**config.mk**
```make
export PLATFORM = sky130hd
export DESIGN_NAME = dmem_uart_loader_flat
export DESIGN_NICKNAME = d
export VERILOG_FILES = /design/src/rtl/dmem_uart_loader_pkg.sv /design/src/rtl/dmem_uart_loader_if.sv /design/src/rtl/dmem_uart_loader_rx.sv /design/src/rtl/dmem_uart_loader.sv /design/src/flat_wrapper.sv
export SDC_FILE = /design/constraint.sdc
export NUM_CORES = 1
export LEC_CHECK = 0
export ABC_AREA = 1
export BUFFER_PORTS_ARGS = -buffer_cell sky130_fd_sc_hd__buf_2
export CAP_MARGIN = 20
export CORE_ASPECT_RATIO = 2
export CORE_UTILIZATION = 51
export CTS_CLUSTER_SIZE = 20
export DETAILED_ROUTE_END_ITERATION = 7
export GPL_TIMING_DRIVEN = 0
export PLACE_DENSITY = 0.79
export SYNTH_ARGS = -nofsm -noshare
export SYNTH_HDL_FRONTEND = slang
export SYNTH_HIERARCHICAL = 1
export SYNTH_SLANG_ARGS = --single-unit
```
**constraint.sdc**
```tcl
create_clock -name clk -period 2.6 [get_ports clk]
set_clock_uncertainty 0.15 [all_clocks]
set_input_delay 0.39 -clock clk [delete_from_list [all_inputs] [get_ports clk]]
set_output_delay 0.39 -clock clk [all_outputs]
set_load 0.005 [all_outputs]
```
**src/rtl/dmem_uart_loader_pkg.sv**
```systemverilog
// Shared types and constants for the UART-to-dmem preload engine.
package loader_pkg;

   localparam int DMEM_ADDR_W    = 14;
   localparam int DMEM_DATA_W    = 256;
   localparam int BYTES_PER_WORD = 32;

   localparam logic [BYTES_PER_WORD-1:0] BYTEENA_ALL = '1;

   typedef enum logic [1:0] {
      IDLE    = 2'd0,
      COLLECT = 2'd1,
      WRITE   = 2'd2,
      DONE    = 2'd3
   } state_t;

   typedef enum logic [1:0] {
      RX_IDLE  = 2'd0,
      RX_START = 2'd1,
      RX_DATA  = 2'd2,
      RX_STOP  = 2'd3
   } rx_state_t;

endpackage

```
**src/rtl/dmem_uart_loader_if.sv**
```systemverilog
// dmem write port as seen from the loader (master) and the memory (slave).
interface dmem_uart_loader_if
   import loader_pkg::*;
   ();

   logic [DMEM_ADDR_W-1:0]    address_RAM;
   logic [BYTES_PER_WORD-1:0] byteena_RAM;
   logic [DMEM_DATA_W-1:0]    writeData_RAM;
   logic                      wren_RAM;

   modport master (
      output address_RAM,
      output byteena_RAM,
      output writeData_RAM,
      output wren_RAM
   );

   modport slave (
      input address_RAM,
      input byteena_RAM,
      input writeData_RAM,
      input wren_RAM
   );

endinterface

```
**src/rtl/dmem_uart_loader_rx.sv**
```systemverilog
// 8N1 UART receiver: 2-flop synchroniser, mid-bit sampling, glitch rejection.
module uart_rx
   import loader_pkg::*;
#(
   parameter int CLKS_PER_BIT = 434
) (
   input  logic       clk,
   input  logic       reset,
   input  logic       rx,
   output logic [7:0] byte_data,
   output logic       byte_valid,
   output logic       stop_err
);

   localparam int CNT_W = $clog2(CLKS_PER_BIT);
   localparam logic [CNT_W-1:0] HALF_CNT = CNT_W'(CLKS_PER_BIT / 2 - 1);
   localparam logic [CNT_W-1:0] FULL_CNT = CNT_W'(CLKS_PER_BIT - 1);

   logic             sync1_q, sync2_q, prev_q;
   rx_state_t        state_q, state_d;
   logic [CNT_W-1:0] cnt_q, cnt_d;
   logic [2:0]       bit_q, bit_d;
   logic [7:0]       shift_q, shift_d;

   // Synchronise rx and keep the previous synchronised value for edge detection.
   always_ff @(posedge clk or negedge reset) begin
      if (!reset) begin
         sync1_q <= 1'b1;
         sync2_q <= 1'b1;
         prev_q  <= 1'b1;
      end else begin
         sync1_q <= rx;
         sync2_q <= sync1_q;
         prev_q  <= sync2_q;
      end
   end

   // Receiver state, bit timer, bit index and shift register.
   always_ff @(posedge clk or negedge reset) begin
      if (!reset) begin
         state_q <= RX_IDLE;
         cnt_q   <= '0;
         bit_q   <= '0;
         shift_q <= '0;
      end else begin
         state_q <= state_d;
         cnt_q   <= cnt_d;
         bit_q   <= bit_d;
         shift_q <= shift_d;
      end
   end

   // Next state: half-bit wait to re-check start, then full-bit steps to each mid-bit.
   always_comb begin
      state_d = state_q;
      cnt_d   = cnt_q;
      bit_d   = bit_q;
      shift_d = shift_q;
      case (state_q)
         RX_IDLE: begin
            cnt_d = '0;
            bit_d = '0;
            if (prev_q && !sync2_q) state_d = RX_START;
         end
         RX_START: begin
            if (cnt_q == HALF_CNT) begin
               cnt_d   = '0;
               state_d = sync2_q ? RX_IDLE : RX_DATA;
            end else begin
               cnt_d = cnt_q + 1'b1;
            end
         end
         RX_DATA: begin
            if (cnt_q == FULL_CNT) begin
               cnt_d   = '0;
               shift_d = {sync2_q, shift_q[7:1]};
               bit_d   = bit_q + 1'b1;
               if (bit_q == 3'd7) state_d = RX_STOP;
            end else begin
               cnt_d = cnt_q + 1'b1;
            end
         end
         RX_STOP: begin
            if (cnt_q == FULL_CNT) state_d = RX_IDLE;
            else                   cnt_d   = cnt_q + 1'b1;
         end
         default: state_d = RX_IDLE;
      endcase
   end

   // Outputs: single-cycle pulses at the stop-bit sample point.
   always_comb begin
      byte_data  = shift_q;
      byte_valid = (state_q == RX_STOP) && (cnt_q == FULL_CNT) && sync2_q;
      stop_err   = (state_q == RX_STOP) && (cnt_q == FULL_CNT) && !sync2_q;
   end

endmodule

```
**src/rtl/dmem_uart_loader.sv**
```systemverilog
// Packs UART bytes into 256-bit words and writes them to consecutive dmem addresses.
module dmem_uart_loader
   import loader_pkg::*;
#(
   parameter int CLKS_PER_BIT = 434,
   parameter int WORD_COUNT   = 1024
) (
   input  logic                clk,
   input  logic                reset,
   input  logic                rx,
   input  logic                enable,
   dmem_uart_loader_if.master  dmem,
   output logic                proc_hold,
   output logic                busy,
   output logic                done,
   output logic                frame_err
);

   localparam logic [DMEM_ADDR_W-1:0] LAST_WORD = DMEM_ADDR_W'(WORD_COUNT - 1);

   logic [7:0] byte_data;
   logic       byte_valid;
   logic       stop_err;

   state_t                  state_q, state_d;
   logic [4:0]              byte_idx_q, byte_idx_d;
   logic [DMEM_ADDR_W-1:0]  word_cnt_q, word_cnt_d;
   logic [DMEM_DATA_W-1:0]  buf_q, buf_d;
   logic                    frame_err_q;

   uart_rx #(.CLKS_PER_BIT(CLKS_PER_BIT)) u_rx (
      .clk        (clk),
      .reset      (reset),
      .rx         (rx),
      .byte_data  (byte_data),
      .byte_valid (byte_valid),
      .stop_err   (stop_err)
   );

   // State register.
   always_ff @(posedge clk or negedge reset) begin
      if (!reset) state_q <= IDLE;
      else        state_q <= state_d;
   end

   // Datapath registers: lane index, word address and assembly buffer.
   always_ff @(posedge clk or negedge reset) begin
      if (!reset) begin
         byte_idx_q <= '0;
         word_cnt_q <= '0;
         buf_q      <= '0;
      end else begin
         byte_idx_q <= byte_idx_d;
         word_cnt_q <= word_cnt_d;
         buf_q      <= buf_d;
      end
   end

   // Sticky framing error, cleared only by reset.
   always_ff @(posedge clk or negedge reset) begin
      if (!reset)        frame_err_q <= 1'b0;
      else if (stop_err) frame_err_q <= 1'b1;
   end

   // Next state and datapath; dropping enable anywhere before DONE aborts the session.
   always_comb begin
      state_d    = state_q;
      byte_idx_d = byte_idx_q;
      word_cnt_d = word_cnt_q;
      buf_d      = buf_q;
      case (state_q)
         IDLE: begin
            byte_idx_d = '0;
            word_cnt_d = '0;
            buf_d      = '0;
            if (enable) state_d = COLLECT;
         end
         COLLECT: begin
            if (!enable) begin
               state_d    = IDLE;
               byte_idx_d = '0;
               word_cnt_d = '0;
               buf_d      = '0;
            end else if (byte_valid) begin
               buf_d[{byte_idx_q, 3'b000} +: 8] = byte_data;
               byte_idx_d = byte_idx_q + 1'b1;
               if (byte_idx_q == 5'd31) state_d = WRITE;
            end
         end
         WRITE: begin
            if (!enable) begin
               state_d    = IDLE;
               byte_idx_d = '0;
               word_cnt_d = '0;
               buf_d      = '0;
            end else begin
               if (word_cnt_q == LAST_WORD) begin
                  state_d = DONE;
               end else begin
                  state_d    = COLLECT;
                  word_cnt_d = word_cnt_q + 1'b1;
               end
               // A byte landing during the write cycle starts the next word.
               if (byte_valid) begin
                  buf_d[7:0] = byte_data;
                  byte_idx_d = 5'd1;
               end
            end
         end
         DONE: begin
            if (!enable) state_d = IDLE;
         end
         default: state_d = IDLE;
      endcase
   end

   // Outputs decoded from state; the dmem port only strobes in WRITE.
   always_comb begin
      proc_hold          = (state_q != IDLE);
      busy               = (state_q == COLLECT) || (state_q == WRITE);
      done               = (state_q == DONE);
      frame_err          = frame_err_q;
      dmem.wren_RAM      = (state_q == WRITE);
      dmem.byteena_RAM   = (state_q == WRITE) ? BYTEENA_ALL : '0;
      dmem.address_RAM   = word_cnt_q;
      dmem.writeData_RAM = buf_q;
   end

endmodule

```
**src/flat_wrapper.sv**
```systemverilog
// flat-port wrapper written by rule: the top's interface ports become plain ports
module dmem_uart_loader_flat import loader_pkg::*;
#(
   parameter int CLKS_PER_BIT = 434,
   parameter int WORD_COUNT   = 1024
)
  (clk, reset, rx, enable, proc_hold, busy, done, frame_err, dmem_address_RAM, dmem_byteena_RAM, dmem_writeData_RAM, dmem_wren_RAM);
  dmem_uart_loader_if dmem_i ();
  input  logic clk;
  input  logic reset;
  input  logic rx;
  input  logic enable;
  output logic proc_hold;
  output logic busy;
  output logic done;
  output logic frame_err;
  output wire logic [$bits(dmem_i.address_RAM)-1:0] dmem_address_RAM;
  output wire logic [$bits(dmem_i.byteena_RAM)-1:0] dmem_byteena_RAM;
  output wire logic [$bits(dmem_i.writeData_RAM)-1:0] dmem_writeData_RAM;
  output wire logic [$bits(dmem_i.wren_RAM)-1:0] dmem_wren_RAM;
  assign dmem_address_RAM = dmem_i.address_RAM;
  assign dmem_byteena_RAM = dmem_i.byteena_RAM;
  assign dmem_writeData_RAM = dmem_i.writeData_RAM;
  assign dmem_wren_RAM = dmem_i.wren_RAM;
  dmem_uart_loader #(.CLKS_PER_BIT(CLKS_PER_BIT), .WORD_COUNT(WORD_COUNT)) u_core (.clk(clk), .reset(reset), .rx(rx), .enable(enable), .dmem(dmem_i), .proc_hold(proc_hold), .busy(busy), .done(done), .frame_err(frame_err));
endmodule
```
======== After elaboration in Yosys (flattened, before gate mapping) ========
Cells that the tools add are included.
storage, ports and cells
  bits in registers ....................... 303
  output and inout bits ................... 307
operators by class
  $add $sub $neg .......................... 5
  eq/ne operators ......................... 25
  shifts and indexed selects .............. 2
  multiplexer cells ....................... 38
  reduce and logical (&&, ||, !) cells .... 18
operators with widths
  cell                                                                      number
  256-bit one-hot mux with 3 select lines                                   1
  256-bit two-way mux                                                       2
  256-bit bitwise mux                                                       1
  8-bit by 10-bit variable shift with 256-bit output, first input constant  1
  8-bit by 10-bit variable part select with 256-bit output                  1
  248-bit two-way mux                                                       1
  14-bit two-way mux                                                        3
  14-bit one-hot mux with 3 select lines                                    1
  9-bit one-hot mux with 4 select lines                                     1
  32-bit two-way mux                                                        1
  9-bit two-way mux                                                         3
  2-bit two-way mux                                                         13
  5-bit two-way mux                                                         4
  2-bit inequality test, second input constant                              10
  8-bit two-way mux                                                         2
  2-bit one-hot mux with 4 select lines                                     2
  5-bit one-hot mux with 3 select lines                                     1
  14-bit by 1-bit adder with 14-bit output, second input constant           1
  14-bit by 10-bit equality test with 1-bit output, second input constant   1
  8-bit negation with 10-bit output                                         1
  9-bit by 1-bit adder with 9-bit output, second input constant             1
  9-bit by 8-bit equality test with 1-bit output, second input constant     1
  9-bit equality test, second input constant                                1
  3-bit by 2-bit inequality test with 1-bit output, second input constant   3
  other kinds (19)                                                          31

======== Logic depth before layout (Yosys ltp) ========
  depth after elaboration ................. 6
  depth in mapped cells ................... 17
  gate-level depth less buffers ........... 16

======== By module ========
The synthesis kept the hierarchy.
by module, submodules not included
  module            instances  cells each  area an instance (um2)  sequential area each (um2)
  dmem_uart_loader  1          2035        14422.6                 6956.7
  uart_rx           1          150         1327.5                  629.4

======== Worst setup path before layout ========
Ideal clock, no wire load.
  path type ............................... register -> register
  from .................................... register u_core.state_q[0]
  to ...................................... register u_core.buf_q[126] (netlist: u_core/dmem.writeData_RAM[126])
  library setup time ...................... 0.117 ns
  arrival time ............................ 2.370 ns
  data required time ...................... 2.333 ns
  slack ................................... -0.038 ns
  stages on the path, launching flop included .. 11
  path buffers ............................ 1
  period minus slack after synthesis ...... 2.638 ns
  path through ............................ dfrtp_1 -> inv_1 -> ha_1 -> nand2_1 -> nand2_1 -> a21oi_4 -> nand4_1 -> clkbuf_1 -> nand2_1 -> nand2_1 -> nor2_1
between the ends
  word-level cells in the longest chain between the ends .. 3
  elaborated cells on any way between the ends .. 8
  classes of those cells .................. 4 x eq/ne; 1 x mux; 3 x reduce/logical
ends and longest elaborated chain
  what                                                                          RTL line                source
  start, declared                                                               dmem_uart_loader.sv:25  state_t state_q, state_d;
  start signal, assigned                                                        dmem_uart_loader.sv:43  else state_q <= state_d;
  2-bit equality test (*)                                                       --
  via dmem_wren_RAM                                                             flat_wrapper.sv:20      output wire logic [$bits(dmem_i.wren_RAM)-1:0] dmem_wren_RAM;
  2-bit inequality test (no line) / 3-bit nonzero test (equally long branches)  --
  3-bit AND reduction (no line)                                                 --
  end signal, assigned                                                          dmem_uart_loader.sv:55  buf_q <= buf_d;
  end, declared                                                                 dmem_uart_loader.sv:28  logic [DMEM_DATA_W-1:0] buf_q, buf_d;
The timed path passes the listed nets; every way through them passes the cells marked *.
A chain may end at the register's enable or synchronous reset.

======== Worst setup path after layout ========
  from .................................... register u_core.u_rx.cnt_q[1]
  to ...................................... register u_core.buf_q[62] (netlist: u_core/dmem.writeData_RAM[62])
between the ends
  word-level cells in the longest chain between the ends .. 5
ends and longest elaborated chain
  what                                                        RTL line                   source
  start, declared                                             dmem_uart_loader_rx.sv:21  logic [CNT_W-1:0] cnt_q, cnt_d;
  start signal, assigned                                      dmem_uart_loader_rx.sv:47  cnt_q <= cnt_d;
  9-bit equality test                                         dmem_uart_loader_rx.sv:94  byte_valid = (state_q == RX_STOP) && (cnt_q == FULL_CNT) && sync2_q;
  1-bit logical AND (2 in a row)                              dmem_uart_loader_rx.sv:94
  via u_core.byte_valid                                       dmem_uart_loader.sv:22     logic byte_valid;
  3-bit by 2-bit inequality test with 1-bit output (no line)  --
  3-bit AND reduction (no line)                               --
The timed path passes the listed nets, and every way through them passes these cells.

==> results.md <==
- Cells on worst reg2reg path: 18
- Yosys warns: 6
- Post-synth EDFFs: 0
- Placed Instances: 2865
- Antenna Nets Post-Route: 0
- GRT Total Usage: between 30 and 40%
- Initial antenna violation count: 0
- Final Cell Area: 20100 um2
- Int Pwr: approximately 8.4 mW
- Non-filler cells, final: around 3000
- HPWL after detailed placement: 37600 um
- Crit path max fanout: 8
- DR vias: roughly 16000
- RSZ-0062 raised after global routing: yes
- Sw Pwr: ~5 mW
- Period minus WS final: 2620 ps
- DRC violations left: 0
- Final Power: 13.3 mW
- # diodes: 0
- Crit path launch: u_core/u_rx/cnt_q[1]
- Power share of the combinational group: 30.4%
- I/O pins: 311
- Pwr dens: 662 nW/um2
- Clock buffer depth: 3
- Synth unique cells: 43
- FFs w/ async S/R, synth: between 90% and 100%
- GPL Wtd Cong: 0.917
- Crit start category: flip-flop
- Total of max-cap violations: 0
- R2r endpoint: u_core/dmem.writeData_RAM[62]
- CP arrival: 2950 ps
- Core ar.: 30300 um2
- Hold crit path type: in2reg
- Leak pwr: 12.3 nW
- Later-pin clock latency in the skew report: 560 ps
- Status: finished with violations
- Row count: 90
- Filler Cells Inserted: 2472
- Total gr overflow: 0
- CP Capture Type: flip-flop
- CTS root buf: clkbuf_16
- Die Footprint: about 32000 um2
- Top cell type's share of synthesized area: 47.7%
- Seq pwr share: between 30% and 40%
- DRT Pass-1 Iters: 5
- Nets: 2585
- H-tree levels: 1
- Layout cell share with drive strength beyond 1: between 20% and 30%
- First-pass GRT wire length: ~79000 um
- Final core occ: 66.5%
- Peak VDD IR: 0.529 mV
- Syn-to-layout area delta: 27.8%
- CTS tree: done
- Most common cell after layout, fill and taps aside: nand2_1
- Largest net degree at the start of global routing: 120
- Mean area per synthesized cell: 7.21 um2
- Required @ worst endpoint: 2940 ps
- Vias in the first global route: 15000
- Worst hold slack: ~44 ps
- Total wire length: between 50000 and 60000 um
- Origin of the critical flop-to-flop path: u_core/u_rx/cnt_q[1]
- CTS clk-pin slew, worst paths: 70 ps
- Normalized max-slew margin: 54.2%
- Critical path class: reg2reg
- Initial DRC count: 1006
- Die height: approximately 250 um
- Setup-failing EPs final: 1
- R2R setup slack: -20 ps
- Synthesized net count: between 2000 and 2500
- Sum of negative setup slack: -16.5 ps
- Post-route setup slack: -16.5 ps
- F_max: around 0.38 GHz
- DP Area: 17800 um2
- Setup WS pre-CTS: -878 ps
- CP Capture Point: u_core/dmem.writeData_RAM[62]
- Failing checks: negative setup slack
- Die width: 126 um
- Vias per cell: 5.28
- Worst slew pin tran: 687 ps
- Fin. Hold Viols: 0
- Synth Register Bits: 303
- Synth top area cells: dfrtp_1, nand2_1, nor2_1
- Initial core utilization: approximately 52%
- Clk sinks: 303
- Most frequent cells in the layout: nand2_1, nor2_1, buf_2
- Total CTS buffers: 28
- Clock power frac: about a third
- Final Cycle Share: 101%
- Register area share after synthesis: 48.2%
- Port bufs: 310
- Sw frac: 36.7%
- WL per Instance: 17.7 um
- Max-slew violations: 0
- Cells after Synth: roughly 2200
- Synth area leader: dfrtp_1
- Synth Flop Type: dfrtp_1
- Synth Cell Area: 15800 um2
-- worst min path at each step --
stage,from,slack [ps],cells past startpoint,to
floorplan,reset,-60,0,u_core/byte_idx_q[0]
global placement,u_core/u_rx/sync1_q,200,0,u_core/u_rx/sync2_q
detailed placement,u_core/u_rx/sync1_q,200,0,u_core/u_rx/sync2_q
CTS,enable,30,3,u_core/dmem.address_RAM[6]
global route,enable,70,3,u_core/dmem.address_RAM[8]
finish,enable,40,3,u_core/dmem.address_RAM[6]
-- what timing repair did --
action	CTS	global route
setup endpoints to repair	275	267
buffers inserted	15	18
hold endpoints to repair	83	0
cloned	3	4
hold buffers	2	0
pin swaps	12	29
gates resized for setup	146	155
-- sequential cells by signal, summed over array words and instances, names as in the netlist, named ones only --
| name | count |
|---|---|
| u_core/dmem.address_RAM | 14 |
| u_core/byte_idx_q | 5 |
| u_core/u_rx/prev_q | 1 |
| u_core/u_rx/sync1_q | 1 |
| u_core/u_rx/cnt_q | 9 |
| u_core/state_q | 2 |
| u_core/dmem.writeData_RAM | 256 |
| u_core/u_rx/state_q | 1 |
| u_core/u_rx/bit_q | 3 |
| u_core/frame_err | 1 |
| u_core/u_rx/byte_data | 8 |
| u_core/u_rx/sync2_q | 1 |
-- area by class of cell --
class,instances,area [um2],share of cell area [%]
plain buffers,110,821,4.08
clock buffers,40,817,4.06
clock inverters,11,140,0.696
inverters,280,1060,5.26
multi-input cells,1488,7210,35.8
flip-flops and latches,303,7590,37.7
well taps,368,460,2.29
repair buffers,354,2030,10.1
-- cell families after synthesis --
group / share of synthesized area, %
buffers and inverters: 10.7
AND/OR/NAND/NOR: 36.4
XOR/XNOR: 0.278
flip-flops: 48.2
AO/OA/AOI/OAI: 3.18
adder cells (fa/ha/maj): 1.27
-- power groups by stage --
| stage | logic [mW] | registers, mW | clock network (mW) |
|---|---|---|---|
| floorplan | 2.14 | 4.98 | 0 |
| global placement | 3.29 | 5.00 | 0 |
| detailed placement | 3.37 | 5.00 | 0 |
| CTS | 3.76 | 4.92 | 4.42 |
| global route | 4.34 | 4.93 | 4.57 |
| finish | 4.06 | 4.92 | 4.34 |
-- synth_stat cells, types with 16 or more instances --
cell type and count:
inv_1 270, dfrtp_1 300, nand3_1 164, clkbuf_1 22, buf_2 49, ha_1 16
o21bai_1 32, buf_4 35, nor3_1 28, nand2_1 666, nand4_1 25, nor2_1 470
-- critical path: stages (launching register included) --
cell,delay (ps)
dfrtp_1,390
inv_2,90
ha_4,140
nand2_4,50
nor2_4,150
nand2_4,80
inv_6,90
nand2_8,50
nor2_4,120
inv_2,80
nand2_2,80
nand3_4,130
nor2_4,230
buf_12,210
nand2_8,100
clkbuf_16,170
nand2_2,50
nand2_1,40
nor2_1,110
-- metal layers --
layer	track usage (%)	part of all wire, %	up-vias
met5	0	0	-
met3	4.08	5.4	227
met2	59.2	52	684
met1	33.0	34	7344
li1	-	-	7351
met4	25.3	8.6	0
Power figures use the tool's default switching activity.
